==> src/rtl/lockin_csr_pkg.sv <==
// Shared constants for the lock-in CSR bank: register map, CTRL/STATUS bit
// positions and the commit state machine encoding.
package lockin_csr_pkg;

  // Fixed single-word registers
  localparam logic [6:0] ADDR_CTRL   = 7'h00;
  localparam logic [6:0] ADDR_STATUS = 7'h01;
  localparam logic [6:0] ADDR_GAIN   = 7'h02;

  // Per-channel register groups live at <group>0 + k; group is address[6:4]
  localparam logic [2:0] GRP_INCR = 3'h1;
  localparam logic [2:0] GRP_OFFS = 3'h2;
  localparam logic [2:0] GRP_X    = 3'h3;
  localparam logic [2:0] GRP_Y    = 3'h4;

  // CTRL write bits
  localparam int CTRL_COMMIT  = 0;
  localparam int CTRL_SNAP    = 1;
  localparam int CTRL_SOFTRST = 2;

  // STATUS read bits
  localparam int STAT_PENDING = 0;
  localparam int STAT_ARMED   = 1;
  localparam int STAT_RSTREQ  = 2;

  typedef enum logic [1:0] {
    ST_IDLE  = 2'd0,
    ST_ARMED = 2'd1,
    ST_APPLY = 2'd2
  } commit_state_e;

endpackage

==> src/rtl/lockin_commit_fsm.sv <==
// Commit sequencer: COMMIT arms the bank, the next NCO phase-zero tick
// applies all shadow settings at once, then a one-cycle APPLY state
// returns to IDLE. apply_o fires on the cycle that transitions into APPLY,
// so the active registers load on the same edge the FSM enters APPLY.
import lockin_csr_pkg::*;

module lockin_commit_fsm (
  input  logic clk,
  input  logic rst_n,
  input  logic commit_i,
  input  logic sync_tick_i,
  output logic armed_o,
  output logic apply_o
);

  commit_state_e state_q, state_d;

  // State register; reset abandons any armed commit
  always_ff @(posedge clk or negedge rst_n) begin
    if (!rst_n) state_q <= ST_IDLE;
    else        state_q <= state_d;
  end

  // Next state and apply strobe; a tick seen while IDLE is never consumed
  always_comb begin
    state_d = state_q;
    apply_o = 1'b0;
    case (state_q)
      ST_IDLE: begin
        if (commit_i) state_d = ST_ARMED;
      end
      ST_ARMED: begin
        if (sync_tick_i) begin
          state_d = ST_APPLY;
          apply_o = 1'b1;
        end
      end
      ST_APPLY: state_d = ST_IDLE;
      default:  state_d = ST_IDLE;
    endcase
  end

  assign armed_o = (state_q == ST_ARMED);

endmodule

==> src/rtl/lockin_csr_bank.sv <==
// Avalon-MM CSR bank for a multi-channel lock-in amplifier. Holds shadow
// NCO/gain settings that are applied atomically on an NCO sync tick,
// snapshots of the per-channel X/Y results, and a soft-reset pulse timer.
import lockin_csr_pkg::*;

module lockin_csr_bank #(
  parameter int N_CH       = 8,
  parameter int PH_W       = 20,
  parameter int GAIN_W     = 6,
  parameter int LIA_W      = 16,
  parameter int RSTREQ_LEN = 16
) (
  input  logic                   clk_clk,
  input  logic                   reset_reset_n,
  input  logic [6:0]             avs_address,
  input  logic                   avs_write,
  input  logic                   avs_read,
  input  logic [31:0]            avs_writedata,
  output logic [31:0]            avs_readdata,
  output logic                   avs_readdatavalid,
  input  logic                   sync_tick,
  input  logic [N_CH*LIA_W-1:0]  lia_x_in,
  input  logic [N_CH*LIA_W-1:0]  lia_y_in,
  output logic [N_CH*PH_W-1:0]   phase_incr_out,
  output logic [N_CH*PH_W-1:0]   phase_offs_out,
  output logic [GAIN_W-1:0]      gain_ctrl_out,
  output logic                   resetrequest_reset
);

  // Sign-extend a lock-in result to a 32-bit bus word
  function automatic logic [31:0] sext_lia(input logic [LIA_W-1:0] v);
    logic signed [LIA_W-1:0] s;
    s = v;
    return 32'(s);
  endfunction

  logic [GAIN_W-1:0] gain_sh_q, gain_sh_d, gain_act_q, gain_act_d;
  logic [PH_W-1:0]   incr_sh_q [N_CH];
  logic [PH_W-1:0]   incr_sh_d [N_CH];
  logic [PH_W-1:0]   offs_sh_q [N_CH];
  logic [PH_W-1:0]   offs_sh_d [N_CH];
  logic [PH_W-1:0]   incr_act_q [N_CH];
  logic [PH_W-1:0]   incr_act_d [N_CH];
  logic [PH_W-1:0]   offs_act_q [N_CH];
  logic [PH_W-1:0]   offs_act_d [N_CH];
  logic [LIA_W-1:0]  snap_x_q [N_CH];
  logic [LIA_W-1:0]  snap_x_d [N_CH];
  logic [LIA_W-1:0]  snap_y_q [N_CH];
  logic [LIA_W-1:0]  snap_y_d [N_CH];

  logic        pending_q, pending_d;
  logic        snap_req_q, snap_req_d;
  logic [7:0]  rst_cnt_q, rst_cnt_d;
  logic [31:0] readdata_q, readdata_d;
  logic        rdv_q, rdv_d;

  logic [2:0]  grp;
  logic [3:0]  idx;
  logic        wr_ctrl;
  logic        commit_cmd, snap_cmd, softrst_cmd;
  logic        shadow_wr;
  logic        armed, apply;
  logic [31:0] rd_val;
  logic        unused_wdata;

  assign grp         = avs_address[6:4];
  assign idx         = avs_address[3:0];
  assign wr_ctrl     = avs_write && (avs_address == ADDR_CTRL);
  assign commit_cmd  = wr_ctrl && avs_writedata[CTRL_COMMIT];
  assign snap_cmd    = wr_ctrl && avs_writedata[CTRL_SNAP];
  assign softrst_cmd = wr_ctrl && avs_writedata[CTRL_SOFTRST];
  // Upper write-data bits beyond field widths are intentionally discarded
  assign unused_wdata = ^avs_writedata;

  lockin_commit_fsm u_commit_fsm (
    .clk         (clk_clk),
    .rst_n       (reset_reset_n),
    .commit_i    (commit_cmd),
    .sync_tick_i (sync_tick),
    .armed_o     (armed),
    .apply_o     (apply)
  );

  // Shadow register writes; out-of-range channel addresses match nothing
  always_comb begin
    gain_sh_d = gain_sh_q;
    incr_sh_d = incr_sh_q;
    offs_sh_d = offs_sh_q;
    shadow_wr = 1'b0;
    if (avs_write) begin
      if (avs_address == ADDR_GAIN) begin
        gain_sh_d = avs_writedata[GAIN_W-1:0];
        shadow_wr = 1'b1;
      end
      for (int k = 0; k < N_CH; k++) begin
        if (idx == 4'(k) && grp == GRP_INCR) begin
          incr_sh_d[k] = avs_writedata[PH_W-1:0];
          shadow_wr    = 1'b1;
        end
        if (idx == 4'(k) && grp == GRP_OFFS) begin
          offs_sh_d[k] = avs_writedata[PH_W-1:0];
          shadow_wr    = 1'b1;
        end
      end
    end
  end

  // Active settings load all together on apply; pending tracks unapplied
  // shadow writes, and a write racing the apply keeps pending set
  always_comb begin
    gain_act_d = gain_act_q;
    incr_act_d = incr_act_q;
    offs_act_d = offs_act_q;
    pending_d  = pending_q;
    if (apply) begin
      gain_act_d = gain_sh_q;
      incr_act_d = incr_sh_q;
      offs_act_d = offs_sh_q;
      pending_d  = 1'b0;
    end
    if (shadow_wr) pending_d = 1'b1;
  end

  // Snapshot capture one cycle after the SNAP write; soft-reset countdown
  always_comb begin
    snap_req_d = snap_cmd;
    snap_x_d   = snap_x_q;
    snap_y_d   = snap_y_q;
    if (snap_req_q) begin
      for (int k = 0; k < N_CH; k++) begin
        snap_x_d[k] = lia_x_in[k*LIA_W +: LIA_W];
        snap_y_d[k] = lia_y_in[k*LIA_W +: LIA_W];
      end
    end
    rst_cnt_d = rst_cnt_q;
    if (softrst_cmd)            rst_cnt_d = 8'(RSTREQ_LEN);
    else if (rst_cnt_q != 8'd0) rst_cnt_d = rst_cnt_q - 8'd1;
  end

  // Read mux and registered read response
  always_comb begin
    rd_val = '0;
    if (avs_address == ADDR_STATUS) begin
      rd_val[STAT_PENDING] = pending_q;
      rd_val[STAT_ARMED]   = armed;
      rd_val[STAT_RSTREQ]  = resetrequest_reset;
    end else if (avs_address == ADDR_GAIN) begin
      rd_val = 32'(gain_sh_q);
    end
    for (int k = 0; k < N_CH; k++) begin
      if (idx == 4'(k)) begin
        case (grp)
          GRP_INCR: rd_val = 32'(incr_sh_q[k]);
          GRP_OFFS: rd_val = 32'(offs_sh_q[k]);
          GRP_X:    rd_val = sext_lia(snap_x_q[k]);
          GRP_Y:    rd_val = sext_lia(snap_y_q[k]);
          default:  ;
        endcase
      end
    end
    readdata_d = avs_read ? rd_val : readdata_q;
    rdv_d      = avs_read;
  end

  // All state registers, cleared asynchronously
  always_ff @(posedge clk_clk or negedge reset_reset_n) begin
    if (!reset_reset_n) begin
      gain_sh_q  <= '0;
      gain_act_q <= '0;
      for (int k = 0; k < N_CH; k++) begin
        incr_sh_q[k]  <= '0;
        offs_sh_q[k]  <= '0;
        incr_act_q[k] <= '0;
        offs_act_q[k] <= '0;
        snap_x_q[k]   <= '0;
        snap_y_q[k]   <= '0;
      end
      pending_q  <= 1'b0;
      snap_req_q <= 1'b0;
      rst_cnt_q  <= 8'd0;
      readdata_q <= '0;
      rdv_q      <= 1'b0;
    end else begin
      gain_sh_q  <= gain_sh_d;
      gain_act_q <= gain_act_d;
      incr_sh_q  <= incr_sh_d;
      offs_sh_q  <= offs_sh_d;
      incr_act_q <= incr_act_d;
      offs_act_q <= offs_act_d;
      snap_x_q   <= snap_x_d;
      snap_y_q   <= snap_y_d;
      pending_q  <= pending_d;
      snap_req_q <= snap_req_d;
      rst_cnt_q  <= rst_cnt_d;
      readdata_q <= readdata_d;
      rdv_q      <= rdv_d;
    end
  end

  for (genvar g = 0; g < N_CH; g++) begin : g_pack
    assign phase_incr_out[g*PH_W +: PH_W] = incr_act_q[g];
    assign phase_offs_out[g*PH_W +: PH_W] = offs_act_q[g];
  end

  assign gain_ctrl_out      = gain_act_q;
  assign resetrequest_reset = (rst_cnt_q != 8'd0);
  assign avs_readdata       = readdata_q;
  assign avs_readdatavalid  = rdv_q;

endmodule
==> config.mk <==
export PLATFORM = sky130hd
export DESIGN_NAME = lockin_csr_bank
export DESIGN_NICKNAME = d
export VERILOG_FILES = /design/src/rtl/lockin_csr_pkg.sv /design/src/rtl/lockin_commit_fsm.sv /design/src/rtl/lockin_csr_bank.sv
export SDC_FILE = /design/constraint.sdc
export NUM_CORES = 2
export LEC_CHECK = 0
export CORE_MARGIN = 2
export CORE_UTILIZATION = 35
export CTS_CLUSTER_SIZE = 8
export DETAILED_ROUTE_END_ITERATION = 12
export SLEW_MARGIN = 20
export SYNTH_ARGS = -nofsm -noshare
export SYNTH_HDL_FRONTEND = slang
export SYNTH_SLANG_ARGS = --single-unit
export TNS_END_PERCENT = 1
==> constraint.sdc <==
create_clock -name clk_clk -period 3.7 [get_ports clk_clk]
set_input_delay 0.925 -clock clk_clk [delete_from_list [all_inputs] [get_ports clk_clk]]
set_output_delay 0.925 -clock clk_clk [all_outputs]
set_load 0.01 [all_outputs]
==> out/results.tsv <==
stage	metric	value	unit
drt	# DRC	0	
setup_path	kind of start point of the critical path	flop	
place	gpl congestion	0.9382	
sta	Final period util	0.9627	
setup_path	CP startpoint	rst_cnt_q[3]	
finish	share of layout cells above drive strength 1	0.1712	
finish	final core occ	0.4666	
finish	Final nets	4642	
die	I/O Pins	660	
global_routing	initial antenna violation count	33	
synthesis	Mapped Area	40890	um^2
synthesis	Synth area leader	dfrtp_1	
setup_path	worst r2r path cells	7	
clock_network	CTS H-Tree Depth	4	
sta	Final Skew	28.38	ps
synthesis	synth warn	0	
hold_path	Hold Path Class	input port to async pin	
clock_network	Post-CTS Resized	2	
drt	TritonRoute pass-1 iters	7	
synthesis	top-count cell post-synth	nand2_1	
sta	RSZ-0062 raised after global routing	no	
clock_network	CTS Buf Count	137	
setup_path	Crit. End Element	primary output	
die	Die H	345.8	um
place	I/O Buffers	647	
finish	area delta synth->final	32.42	%
sta	worst slew pin tran	1188	ps
power	power density over the cells	463.7	nW/um^2
clock_network	clk buf depth	3	
synthesis	EDFF count, synth	0	
setup_path	FF-to-FF Start	rst_cnt_q[3]	
clock_network	CTS Sinks	942	
setup_path	Worst EP arrival	2640	ps
sta	Fin. Hold Viols	0	
global_routing	largest net degree at the start of global routing	115	
clock_network	root buffer cell	clkbuf_16	
sta	fin crit period	3562	ps
status	status	finished clean	
die	FP Rows	125	
power	leakage	26.18	nW
synthesis	commonest cells in the netlist	nand2_1, dfrtp_1, mux2_2	
synthesis	post-synthesis sequential area ratio	0.5765	
die	Die ar.	119600	um^2
setup_path	worst-path maximum fanout	7	
global_routing	total track usage	0.2888	
synthesis	Yosys cell types	74	
clock_network	CTS tree	yes	
clock_network	hold_buf cts	0	
sta	Final TNS setup	0	ps
synthesis	#FFs+latches synth	942	
global_routing	vias in the first global route	32860	
synthesis	Top FF cell, synth	dfrtp_1	
synthesis	area share of the largest cell type after synthesis	0.5765	
synthesis	synthesized area per cell	11.27	um^2
sta	Worst slew margin	0.2057	
global_routing	first-pass GRT wire length	247400	um
place	hpwl dp	125600	um
drt	WL final	175900	um
clock_network	Post-CTS Setup Repair Bufs	0	
sta	# setup viols final	0	
clock_network	Worst-path clk slew	50	ps
synthesis	Async S/R FF share, synth	1.000	
die	initial core utilization	0.3523	
drt	Via Count	32520	
setup_path	CP required	2770	ps
drt	antenna viol nets, final	0	
sta	Pins Over Slew Limit	0	
die	Die W	345.8	um
synthesis	Syn Nets	3929	
drt	DR vias/cell	5.516	
synthesis	cells after synthesis	3627	
power	Worst VDD drop	0.4246	mV
global_routing	grt ovf	0	
setup_path	Setup Crit Path Kind	flop to primary output	
die	Core Region	116000	um^2
sta	max frequency	0.2807	GHz
synthesis	top post-synthesis cells by area	dfrtp_1, mux2_2, nand2_1, mux2_1, mux2i_1	
drt	average wire per standard cell	29.84	um
drt	initial DRC count	3023	
clock_network	Clock Latency Late Sink	740	ps
run	Max-cap violations	0	
[cell type report]
class	count	area, um^2
fillers	10830	61900
flip-flops and latches	942	23580
multi-input cells	2395	16230
repair buffers	857	8582
clock buffers	149	3567
well taps	1524	1907
clock inverters	13	230.2
inverters	7	33.78
diodes	9	22.52
[through the flow]
stage	total power, mW	area [um^2]	worst slack (ps)	hold slack [ps]	std cells
floorplan	12.21	40890	836.5	413.7	3627
global placement	13.66	50320	55.61	441.8	5725
detailed placement	13.71	50320	0.3353	456.7	5725
CTS	25.30	54120	109.7	80.21	5887
global route	25.92	54130	77.31	99.05	5890
finish	25.11	54150	137.9	111.4	5896
[placed cells by master, fill, tap and decap left out, types with 5 or more instances in the layout]
cell | synthesis | final
buf_4 | 14 | 169
dfrtp_1 | 942 | 941
a22o_1 | 20 | 20
nand3b_1 | 28 | 28
o22ai_1 | 63 | 63
a31oi_1 | 16 | 16
clkbuf_1 | 216 | 6
diode_2 | 0 | 9
nand3_1 | 6 | 6
o21ai_1 | 19 | 19
a211o_1 | 5 | 5
o221ai_1 | 19 | 19
or3_1 | 10 | 10
a21oi_1 | 70 | 70
a221o_1 | 12 | 12
nor2_1 | 56 | 55
o21ai_0 | 53 | 53
a211oi_1 | 9 | 9
and2_1 | 5 | 5
clkdlybuf4s50_1 | 0 | 642
inv_1 | 6 | 5
a221oi_1 | 20 | 20
a32o_1 | 8 | 8
mux2i_1 | 92 | 92
nor2b_1 | 15 | 9
clkbuf_16 | 0 | 140
mux2_1 | 249 | 249
and3_1 | 12 | 12
nand2_1 | 1023 | 1023
nor3_1 | 9 | 9
mux2_2 | 350 | 350
a22oi_1 | 121 | 121
o22a_1 | 22 | 22
o211ai_1 | 10 | 10
buf_12 | 0 | 42
nor3b_1 | 6 | 5
[state kept, by name (all words and copies together) (netlist names), 8 cells and up]
name	flops
incr_sh_q	160
offs_sh_q	160
phase_incr_out	160
snap_y_q	128
rst_cnt_q	8
phase_offs_out	160
avs_readdata	21
snap_x_q	128
[worst paths after layout]
kind / to / slack (ps)
worst min-delay path: phase_offs_out[109] / 110
max in group asynchronous: phase_offs_out[31] / 2480
worst min register to register: u_commit_fsm.state_q[0] / 460
worst max-delay path: resetrequest_reset / 140
worst max register to register: avs_readdata[2] / 840
min in group clk_clk: u_commit_fsm.state_q[0] / 460
[per-layer routing]
metal | global-route usage | wire length, um
met1 | 0.3764 | 72640
met2 | 0.4586 | 81240
met3 | 0.07670 | 14790
met4 | 0.1120 | 7078
met5 | 0 | 171
[where the power goes]
group          switching, mW  total (mW)  internal, mW
clock                   4.68        11.5          6.85
combinational           1.26        2.29          1.03
sequential             0.443        11.3          10.8
total                   6.38        25.1          18.7
[cell families after synthesis]
kind of cell,after synthesis,share of synthesized area
buf+inv,290,0.02904
mux,691,0.1875
compound gates,495,0.08479
flops,942,0.5765
fa+ha+maj,2,0.0006119
xor+xnor,5,0.001071
simple gates,1202,0.1205
[critical path: stages, from the launching register on]
cell and delay [ps]:
dfrtp_1 420, or4_1 550, or4b_4 580, dlygate4sd2_1 360
Note: power is estimated with default switching activity, not from simulation.
